### src/rtl/branch_resolve_unit_if.sv
// Bus between the pipeline and branch_resolve_unit: fetch-side prediction lookup,
// EX-side resolve inputs and the registered redirect/statistics outputs.
interface branch_resolve_unit_if #(
   parameter int unsigned XLEN      = 32,
   parameter int unsigned PC_WIDTH  = 32,
   parameter int unsigned CNT_WIDTH = 16
);
   logic [PC_WIDTH-1:0]  pred_pc;
   logic                 pred_taken;
   logic                 ex_valid;
   logic                 ex_branch;
   logic [2:0]           ex_funct3;
   logic [XLEN-1:0]      ex_rs1;
   logic [XLEN-1:0]      ex_rs2;
   logic [PC_WIDTH-1:0]  ex_pc;
   logic [PC_WIDTH-1:0]  ex_target;
   logic                 ex_pred_taken;
   logic                 flush;
   logic                 br_taken;
   logic                 redirect;
   logic [PC_WIDTH-1:0]  redirect_pc;
   logic [CNT_WIDTH-1:0] mispredict_cnt;

   modport master (
      output pred_pc, ex_valid, ex_branch, ex_funct3, ex_rs1, ex_rs2,
             ex_pc, ex_target, ex_pred_taken, flush,
      input  pred_taken, br_taken, redirect, redirect_pc, mispredict_cnt
   );

   modport slave (
      input  pred_pc, ex_valid, ex_branch, ex_funct3, ex_rs1, ex_rs2,
             ex_pc, ex_target, ex_pred_taken, flush,
      output pred_taken, br_taken, redirect, redirect_pc, mispredict_cnt
   );
endinterface

### src/rtl/branch_resolve_unit.sv
// Resolves RV32I conditional branches in EX, predicts fetch direction from a
// 2-bit saturating BHT, registers the redirect decision and counts mispredicts.
module branch_resolve_unit #(
   parameter int unsigned XLEN        = 32,
   parameter int unsigned PC_WIDTH    = 32,
   parameter int unsigned BHT_ENTRIES = 16,
   parameter int unsigned CNT_WIDTH   = 16
) (
   input  logic                clk,
   input  logic                reset,
   branch_resolve_unit_if.slave bus
);
   localparam int unsigned IDX = $clog2(BHT_ENTRIES);

   typedef enum logic [2:0] {
      COND_BEQ  = 3'b000,
      COND_BNE  = 3'b001,
      COND_BLT  = 3'b100,
      COND_BGE  = 3'b101,
      COND_BLTU = 3'b110,
      COND_BGEU = 3'b111
   } cond_e;

   logic [1:0]           bht [BHT_ENTRIES];
   logic [IDX-1:0]       pred_idx;
   logic [IDX-1:0]       upd_idx;
   logic                 eq;
   logic                 lt_s;
   logic                 lt_u;
   logic                 legal;
   logic                 taken;
   logic                 resolve;
   logic                 mispredict;
   logic [PC_WIDTH-1:0]  next_pc;
   logic [1:0]           ctr_cur;
   logic [1:0]           ctr_next;
   logic                 br_taken_q;
   logic                 redirect_q;
   logic [PC_WIDTH-1:0]  redirect_pc_q;
   logic [CNT_WIDTH-1:0] cnt_q;
   logic                 unused_pred_pc_bits;

   // Lookup reads the array directly: a same-index update lands only at the edge.
   assign pred_idx       = bus.pred_pc[IDX+1:2];
   assign bus.pred_taken = bht[pred_idx][1];

   assign unused_pred_pc_bits = ^{bus.pred_pc[PC_WIDTH-1:IDX+2], bus.pred_pc[1:0]};

   assign eq   = (bus.ex_rs1 == bus.ex_rs2);
   assign lt_s = ($signed(bus.ex_rs1) < $signed(bus.ex_rs2));
   assign lt_u = (bus.ex_rs1 < bus.ex_rs2);

   always_comb begin
      legal = 1'b1;
      taken = 1'b0;
      case (cond_e'(bus.ex_funct3))
         COND_BEQ:  taken = eq;
         COND_BNE:  taken = !eq;
         COND_BLT:  taken = lt_s;
         COND_BGE:  taken = !lt_s;
         COND_BLTU: taken = lt_u;
         COND_BGEU: taken = !lt_u;
         default:   legal = 1'b0;
      endcase
   end

   assign resolve    = bus.ex_valid & bus.ex_branch & !bus.flush & legal;
   assign mispredict = (taken != bus.ex_pred_taken);
   assign next_pc    = taken ? bus.ex_target : (bus.ex_pc + PC_WIDTH'(4));
   assign upd_idx    = bus.ex_pc[IDX+1:2];
   assign ctr_cur    = bht[upd_idx];

   always_comb begin
      ctr_next = ctr_cur;
      if (taken) begin
         if (ctr_cur != 2'b11) ctr_next = ctr_cur + 2'd1;
      end else begin
         if (ctr_cur != 2'b00) ctr_next = ctr_cur - 2'd1;
      end
   end

   always_ff @(posedge clk or posedge reset) begin
      if (reset) begin
         for (int unsigned i = 0; i < BHT_ENTRIES; i++) bht[i] <= 2'b01;
      end else if (resolve) begin
         bht[upd_idx] <= ctr_next;
      end
   end

   always_ff @(posedge clk or posedge reset) begin
      if (reset) begin
         br_taken_q    <= 1'b0;
         redirect_q    <= 1'b0;
         redirect_pc_q <= '0;
         cnt_q         <= '0;
      end else begin
         br_taken_q <= resolve & taken;
         redirect_q <= resolve & mispredict;
         if (resolve) redirect_pc_q <= next_pc;
         if (resolve && mispredict && (cnt_q != '1)) cnt_q <= cnt_q + CNT_WIDTH'(1);
      end
   end

   assign bus.br_taken       = br_taken_q;
   assign bus.redirect       = redirect_q;
   assign bus.redirect_pc    = redirect_pc_q;
   assign bus.mispredict_cnt = cnt_q;
endmodule

### src/flat_wrapper.sv
// flat-port wrapper written by rule: the top's interface ports become plain ports
module branch_resolve_unit_flat 
#(
   parameter int unsigned XLEN        = 32,
   parameter int unsigned PC_WIDTH    = 32,
   parameter int unsigned BHT_ENTRIES = 16,
   parameter int unsigned CNT_WIDTH   = 16
)
  (clk, reset, bus_pred_pc, bus_ex_valid, bus_ex_branch, bus_ex_funct3, bus_ex_rs1, bus_ex_rs2, bus_ex_pc, bus_ex_target, bus_ex_pred_taken, bus_flush, bus_pred_taken, bus_br_taken, bus_redirect, bus_redirect_pc, bus_mispredict_cnt);
  branch_resolve_unit_if #(.XLEN(XLEN), .PC_WIDTH(PC_WIDTH), .CNT_WIDTH(CNT_WIDTH)) bus_i ();
  input  logic clk;
  input  logic reset;
  input wire logic [$bits(bus_i.pred_pc)-1:0] bus_pred_pc;
  input wire logic [$bits(bus_i.ex_valid)-1:0] bus_ex_valid;
  input wire logic [$bits(bus_i.ex_branch)-1:0] bus_ex_branch;
  input wire logic [$bits(bus_i.ex_funct3)-1:0] bus_ex_funct3;
  input wire logic [$bits(bus_i.ex_rs1)-1:0] bus_ex_rs1;
  input wire logic [$bits(bus_i.ex_rs2)-1:0] bus_ex_rs2;
  input wire logic [$bits(bus_i.ex_pc)-1:0] bus_ex_pc;
  input wire logic [$bits(bus_i.ex_target)-1:0] bus_ex_target;
  input wire logic [$bits(bus_i.ex_pred_taken)-1:0] bus_ex_pred_taken;
  input wire logic [$bits(bus_i.flush)-1:0] bus_flush;
  output wire logic [$bits(bus_i.pred_taken)-1:0] bus_pred_taken;
  output wire logic [$bits(bus_i.br_taken)-1:0] bus_br_taken;
  output wire logic [$bits(bus_i.redirect)-1:0] bus_redirect;
  output wire logic [$bits(bus_i.redirect_pc)-1:0] bus_redirect_pc;
  output wire logic [$bits(bus_i.mispredict_cnt)-1:0] bus_mispredict_cnt;
  assign bus_i.pred_pc = bus_pred_pc;
  assign bus_i.ex_valid = bus_ex_valid;
  assign bus_i.ex_branch = bus_ex_branch;
  assign bus_i.ex_funct3 = bus_ex_funct3;
  assign bus_i.ex_rs1 = bus_ex_rs1;
  assign bus_i.ex_rs2 = bus_ex_rs2;
  assign bus_i.ex_pc = bus_ex_pc;
  assign bus_i.ex_target = bus_ex_target;
  assign bus_i.ex_pred_taken = bus_ex_pred_taken;
  assign bus_i.flush = bus_flush;
  assign bus_pred_taken = bus_i.pred_taken;
  assign bus_br_taken = bus_i.br_taken;
  assign bus_redirect = bus_i.redirect;
  assign bus_redirect_pc = bus_i.redirect_pc;
  assign bus_mispredict_cnt = bus_i.mispredict_cnt;
  branch_resolve_unit #(.XLEN(XLEN), .PC_WIDTH(PC_WIDTH), .BHT_ENTRIES(BHT_ENTRIES), .CNT_WIDTH(CNT_WIDTH)) u_core (.clk(clk), .reset(reset), .bus(bus_i));
endmodule
### config.mk
export PLATFORM = sky130hd
export DESIGN_NAME = branch_resolve_unit_flat
export DESIGN_NICKNAME = d
export VERILOG_FILES = /design/src/rtl/branch_resolve_unit_if.sv /design/src/rtl/branch_resolve_unit.sv /design/src/flat_wrapper.sv
export SDC_FILE = /design/constraint.sdc
export NUM_CORES = 1
export LEC_CHECK = 0
export BUFFER_PORTS_ARGS = -buffer_cell sky130_fd_sc_hd__buf_2
export CAP_MARGIN = 0
export CORE_MARGIN = 3
export CORE_UTILIZATION = 49
export CTS_BUF_LIST = sky130_fd_sc_hd__clkbuf_8
export CTS_CLUSTER_SIZE = 28
export DETAILED_ROUTE_END_ITERATION = 6
export HOLD_SLACK_MARGIN = 0.15
export PLACE_DENSITY = 0.77
export SLEW_MARGIN = 10
export SYNTH_ARGS = -nofsm -noshare
export SYNTH_HDL_FRONTEND = slang
export SYNTH_SLANG_ARGS = --single-unit
### constraint.sdc
create_clock -name clk -period 6.5 [get_ports clk]
set_clock_uncertainty 0.15 [all_clocks]
set_input_delay 0.325 -clock clk [delete_from_list [all_inputs] [get_ports clk]]
set_output_delay 0.325 -clock clk [all_outputs]
set_load 0.05 [all_outputs]
==> results of run 1 <==
==> metal layers <==
layer  global-route usage  vias up  routed length (um)
li1                     -     2460                   -
met1                0.288     2538                6150
met2                0.438      184                8460
met3               0.0524       51                 769
met4               0.0994        0                 519
met5                    0        -                   0
==> worst max path at each step <==
stage	startpoint	to	slack, ns
floorplan	bus_ex_rs2[14]	u_core.bus.mispredict_cnt[1]$_DFFE_PP0P_	3.53
global placement	bus_ex_rs2[14]	u_core.bht[20]$_DFFE_PP1P_	2.26
detailed placement	bus_ex_rs2[14]	u_core.bht[23]$_DFFE_PP0P_	2.21
CTS	bus_ex_rs2[14]	u_core.bus.redirect_pc[0]$_DFFE_PP0P_	2.39
global route	bus_ex_rs2[14]	u_core.bus.redirect_pc[0]$_DFFE_PP0P_	2.12
finish	bus_ex_rs2[14]	u_core.bus.redirect_pc[0]$_DFFE_PP0P_	2.39
==> placed cells by master (no fill, tap or decap), types with 20 or more instances in the layout <==
cell,count
buf_2,191
nand2_1,77
dfrtp_1,66
inv_1,38
ha_1,37
o21ai_0,36
mux2_2,33
dlygate4sd3_1,33
xnor2_1,30
mux2i_1,29
nor2_1,21
a21oi_1,21
nand3_1,20
==> metrics by stage <==
step / hold slack (ns) / cells
2_1_floorplan: 0.341 / 571
3_3_place_gp: 0.308 / 882
3_5_place_dp: 0.315 / 882
4_1_cts: 0.160 / 931
5_1_grt: 0.200 / 931
6_report: 0.130 / 931
==> kinds of logic after synthesis <==
logic type | synth area share
and+or+nand+nor | 0.179
DFF | 0.369
muxes | 0.178
AOI/OAI and AO/OA | 0.0720
buffers and inverters | 0.0466
xor gates and xnor gates | 0.0686
adders and majority gates | 0.0865
==> cell type report <==
type,instances,area [um^2]
clock buffers,10,138
clock inverters,6,88.8
fillers,884,3810
inverters,39,148
multi-input cells,427,3290
flip-flops and latches,82,2070
well taps,140,175
repair buffers,227,1310
==> sequential cells by signal, indices dropped and copies added, names as in the netlist <==
name and count:
u_core.bht 32, u_core.bus.redirect_pc 32, u_core.bus.mispredict_cnt 16, u_core.bus.br_taken 1, u_core.bus.redirect 1
==> power by group through the flow <==
stage	combinational (mW)	sequential, mW	clock, mW
detailed placement	0.553	0.638	0
floorplan	0.196	0.828	0
finish	0.574	0.628	0.423
CTS	0.572	0.628	0.435
global placement	0.541	0.633	0
global route	0.616	0.637	0.452
==> what timing repair did <==
action                                 in CTS  in global routing
endpoints found under the hold margin      31                  0
hold buffers                               33                  0
gates resized for setup                     0                  0
==> tightest hold or removal path: stages <==
cell	delay (ns)
buf_2	0.10
clkinv_2	0.03
buf_4	0.77
==> results_dict.tcl, run 1 <==
set metrics [dict create \
    status "completed" \
    switchingPower_mw 0.629 \
    combPwrFrac 0.353 \
    finalPower_mw 1.63 \
    synth_warnings 0 \
    critPathLaunchType "primary input" \
    period_share 0.633 \
    max_freq_ghz 0.243 \
    synth_nets 777 \
    htreeDepth 3 \
    yosysSeqAreaShare 0.369 \
    cp.depth 11 \
    power.density_mw_per_mm2 225 \
    drive_above_1_share 0.362 \
    ff2ff_setup_slack_ns 3.84 \
    detailedPlace.worstSlack_ns 2.21 \
    io_pins 220 \
    grt_max_degree 83 \
    drc_errors 0 \
    dieArea_mm2 0.0128 \
    power_leakage_nw 3.58 \
    setup.worst_path.end_class "flop" \
    critPathTopFamily "compound AO/OA/AOI/OAI gates" \
    asyncSetResetFlopFracSynth 1.00 \
    r2r-end "u_core.bus.mispredict_cnt[1]$_DFFE_PP0P_" \
    p_int_mw 0.997 \
    dp_hpwl_um 11400 \
    cts_root_buf "clkbuf_8" \
    place_area_mm2 0.00666 \
    grt_overflow 0 \
    arrival_ns 4.18 \
    yosys-top-cells-count "nand2_1, dfrtp_1, inv_1, ha_1, o21ai_0" \
    synth-seq-cells 82 \
    period_needed_ns 4.11 \
    p_clk_frac 0.261 \
    r2r_start "u_core.bus.mispredict_cnt[3]$_DFFE_PP0P_" \
    n_antenna_cell 0 \
    grt_usage 0.246 \
    synth_flop_cell "dfrtp_1" \
    drt_wl_total_um 15900 \
    drt_first_pass_iters 5 \
    vias 5233 \
    worst_pin_slew_ns 1.17 \
    die_h_um 113 \
    die_x_um 113 \
    fin_setup_tns_ns 0 \
    slew_violations 0 \
    ys_types 49 \
    cp_max_fo 41 \
    synthToLayoutAreaGrowth_pct 28.5 \
    synth_area_leaders "dfrtp_1, ha_1, dfstp_2" \
    rsz0062_at_grt "no" \
    drt_iter0_drc 400 \
    ant_nets 0 \
    cts_tree "built" \
    finalSetupViolCount 0 \
    grt_pass1_vias 5340 \
    switching_share 0.387 \
    synth_edf_count 0 \
    path_cells "buf_2, inv_1, ha_1, nand4_1, a2111o_1, a311oi_1, a311o_1, or2_2, mux2i_1, dlygate4sd3_1, o21ai_0" \
    netlist_instances 571 \
    slowest_stage "or2_2" \
    seqPwrFrac 0.386 \
    start_util 0.509 \
    final_util 0.654 \
    core-area_mm2 0.0110 \
    yosysMostFrequentCell "nand2_1" \
    num-nets-final 992 \
    detail_route.vias_per_cell 5.62 \
    cap_violations 0 \
    worst-path-buf-inv 3 \
    gp_congestion 0.956 \
    antenna_found_initial 0 \
    r2r_cells 7 \
    synth_area_leader_cell "dfrtp_1" \
    finish.instance_area_mm2 0.00722 \
    crit_type "primary input to flop" \
    avgRoutedWirePerCell_um 17.1 \
    timing.slew.headroom 0.219 \
    critPathMaxStageDelay_ns 1.00 \
    cts_buffer_depth 2 \
    crit_required_ns 6.57 \
    syn_area_per_cell_um2 9.83 \
    rows 38 \
    cts.sinks 82 \
    netlist.area_leader.share 0.294 \
    worstSkewPairLatency_ns 0.37 \
    cts_setup_buffers 0 \
    worst_ir_drop_vdd_uv 255 \
    finalHoldViolCount 0 \
    synth_area_mm2 0.00561 \
    clk_pin_slew_worst_paths_ns 0.09 \
    fin_ws_ns 2.39 \
    grt_pass1_wl_um 25500 \
    cts_buffers 9 \
    portBuffers 191 \
    hold_class "primary input to async pin" \
]
Power figures use the tool's default switching activity.
==> inputs of run 2 (changes only) <==
--- a/config.mk
+++ b/config.mk
@@ -5,6 +5,7 @@
 export SDC_FILE = /design/constraint.sdc
 export NUM_CORES = 1
 export LEC_CHECK = 0
+export ABC_AREA = 1
 export BUFFER_PORTS_ARGS = -buffer_cell sky130_fd_sc_hd__buf_2
 export CAP_MARGIN = 0
 export CORE_MARGIN = 3
@@ -13,7 +14,7 @@
 export CTS_CLUSTER_SIZE = 28
 export DETAILED_ROUTE_END_ITERATION = 6
 export HOLD_SLACK_MARGIN = 0.15
-export PLACE_DENSITY = 0.77
+export PLACE_DENSITY = 0.76
 export SLEW_MARGIN = 10
 export SYNTH_ARGS = -nofsm -noshare
 export SYNTH_HDL_FRONTEND = slang
==> constraint.sdc (replaced) <==
create_clock -name clk -period 3.88 [get_ports clk]
set_clock_uncertainty 0.15 [all_clocks]
set_input_delay 0.194 -clock clk [delete_from_list [all_inputs] [get_ports clk]]
set_output_delay 0.194 -clock clk [all_outputs]
set_load 0.05 [all_outputs]
==> run 2 against run 1 <==
Sequential power up 80%. Critical path depth up 3. Synthesized cell count up 50%. Via count up 26%. Combinational power up 130%. Cell area up 11%. Non-clock buffer count up 32. Global-route usage up 3.2 points. Register-to-register slack worse by 2.5 ns. Die area up 8.2%. Wire length up 20%. Largest cell class unchanged. Highest routed layer unchanged.
==> results_dict.tcl, run 2 <==
set metrics [dict create \
    setup.worst_path.end_class "flop" \
    clk_pin_slew_worst_paths_ns 0.08 \
    r2r_start "u_core.bus.mispredict_cnt[5]$_DFFE_PP0P_" \
    hold_class "primary input to flop" \
    multi_input_area_mm2 0.00350 \
    fin_setup_tns_ns 0 \
    fillers 1078 \
    arrival_ns 3.26 \
    rows 40 \
    synth_area_mm2 0.00610 \
    gp_congestion 0.905 \
    drt_first_pass_iters 5 \
    syn_area_per_cell_um2 7.10 \
    asyncSetResetFlopFracSynth 1.00 \
    htreeDepth 3 \
    critPathLaunchType "primary input" \
    layout_common_cells "nand2_1, buf_2, inv_1" \
    drt_wl_total_um 19100 \
    power.density_mw_per_mm2 385 \
    max_freq_ghz 0.323 \
    synth_area_leaders "dfrtp_1, nand2_1, ha_1" \
    cp_max_fo 35 \
    final_common_cell "nand2_1" \
    finalPower_mw 3.08 \
    synth_flop_cell "dfrtp_1" \
    cap_violations 0 \
    cts_tree "built" \
    synthToLayoutAreaGrowth_pct 31.1 \
    grt_pass1_vias 6489 \
    ant_nets 0 \
    finalSetupViolCount 0 \
    synth-seq-cells 82 \
    finish.instance_area_mm2 0.00800 \
    drt_iter0_drc 393 \
    slowest_stage "dlygate4sd3_1" \
    grt_overflow 0 \
    die_x_um 118 \
    yosysMostFrequentCell "nand2_1" \
    cts_buffer_depth 2 \
    slew_violations 0 \
    timing.slew.headroom 0.329 \
    dieArea_mm2 0.0138 \
    period_share 0.799 \
    ys_types 42 \
    crit_required_ns 4.04 \
    netlist.area_leader.share 0.271 \
    yosys-top-cells-count "nand2_1, inv_1, nor2_1, a21oi_1, dfrtp_1" \
    path_cells "buf_2, inv_1, ha_1, a21oi_1, o21a_1, nand2_2, a21oi_4, nand3_1, a21oi_4, nand2_4, inv_4, nand2_1, a21oi_1, dlygate4sd3_1" \
    critPathMaxStageDelay_ns 0.60 \
    grt_usage 0.277 \
    antenna_found_initial 1 \
    critPathLaunch "bus_ex_rs2[31]" \
    cts_setup_buffers 0 \
    worst_pin_slew_ns 1.00 \
    period_needed_ns 3.10 \
    synth_area_leader_cell "dfrtp_1" \
    portBuffers 191 \
    place_area_mm2 0.00714 \
    worstSkewPairLatency_ns 0.38 \
    io_pins 220 \
    power_leakage_nw 4.14 \
    cts_buffers 9 \
    num-nets-final 1311 \
    avgRoutedWirePerCell_um 14.9 \
    start_util 0.504 \
    status "completed" \
    regArea_mm2 0.00207 \
    detail_route.vias_per_cell 5.15 \
    hp-start "bus_ex_pc[11]" \
    cts.sinks 82 \
    cts_root_buf "clkbuf_8" \
    critPathTopFamily "buffers and inverters" \
    vias 6581 \
    synth_nets 1065 \
    worst-path-buf-inv 4 \
    detailedPlace.worstSlack_ns 0.765 \
    crit_type "primary input to flop" \
    synth_edf_count 0 \
    die_h_um 118 \
    finalHoldViolCount 0 \
    rsz0062_at_grt "no" \
    core-area_mm2 0.0121 \
    drc_errors 0 \
    grt_max_degree 60 \
    drive_above_1_share 0.234 \
    yosysSeqAreaShare 0.340 \
    synth_warnings 0 \
    netlist_instances 859 \
    worst_ir_drop_vdd_uv 372 \
    dp_hpwl_um 13400 \
    fin_ws_ns 0.780 \
    grt_pass1_wl_um 31500 \
]
run 2: what timing repair did:
action                    CTS  global route
hold buffers               65             0
hold endpoints to repair   93             0
resized for setup           0             0
run 2: power breakdown:
group | internal [mW] | leakage [nW] | switching, mW | total (mW)
Clock | 0.326 | 0.112 | 0.326 | 0.652
Combinational | 0.427 | 3.06 | 0.875 | 1.30
Sequential | 1.03 | 0.969 | 0.0973 | 1.13
run 2: final cells by class:
type / count / share of cell area
flip-flops and latches: 82 / 0.259
inverters: 102 / 0.0484
diodes: 1 / 0.000313
repair buffers: 259 / 0.204
clock inverters: 5 / 0.00595
well taps: 168 / 0.0263
multi-input cells: 651 / 0.437
clock buffers: 11 / 0.0189
run 2: path summary, 6_finish.rpt:
kind | to | slack, ns | cells past startpoint
max | u_core.bus.redirect_pc[17]$_DFFE_PP0P_ | 0.78 | 14
min | u_core.bus.redirect_pc[11]$_DFFE_PP0P_ | 0.24 | 6
max reg2reg | u_core.bus.mispredict_cnt[9]$_DFFE_PP0P_ | 1.37 | 8
min reg2reg | u_core.bht[14]$_DFFE_PP1P_ | 0.33 | 2
max in group asynchronous | u_core.bus.redirect_pc[13]$_DFFE_PP0P_ | 2.28 | 4
min in group asynchronous | u_core.bus.mispredict_cnt[0]$_DFFE_PP0P_ | 0.41 | 3
run 2: per-stage QoR:
step                      utilization  std cells  hold WS, ns
final                           0.660       1279        0.237
after CTS                       0.660       1278        0.200
after global placement          0.590       1197        0.294
after global routing            0.660       1279        0.268
after detailed placement        0.590       1197        0.304
after floorplan                     -        859        0.203
run 2: metal layers:
layer | vias up | routed length, um | GRT usage
met5 | - | 0 | 0
met4 | 0 | 522 | 0.0930
met3 | 35 | 1390 | 0.0591
met2 | 267 | 9050 | 0.477
met1 | 2974 | 8130 | 0.348
li1 | 3305 | - | -
run 2: kinds of logic (layout without fill, tap and decap cells):
group	Yosys count	in the layout	synth area share
buffers and inverters	126	377	0.0870
flip-flops	82	82	0.340
adder cells (fa/ha/maj)	37	37	0.0759
AND/OR/NAND/NOR	414	414	0.301
XOR/XNOR	36	36	0.0517
other	0	1	0
AO/OA/AOI/OAI	164	164	0.145
run 2: tightest hold or removal path, stage by stage:
cell and delay [ns]:
buf_2 0.12, inv_1 0.10, xor2_1 0.08, nand2_1 0.08
o211ai_1 0.09, nand2_1 0.06
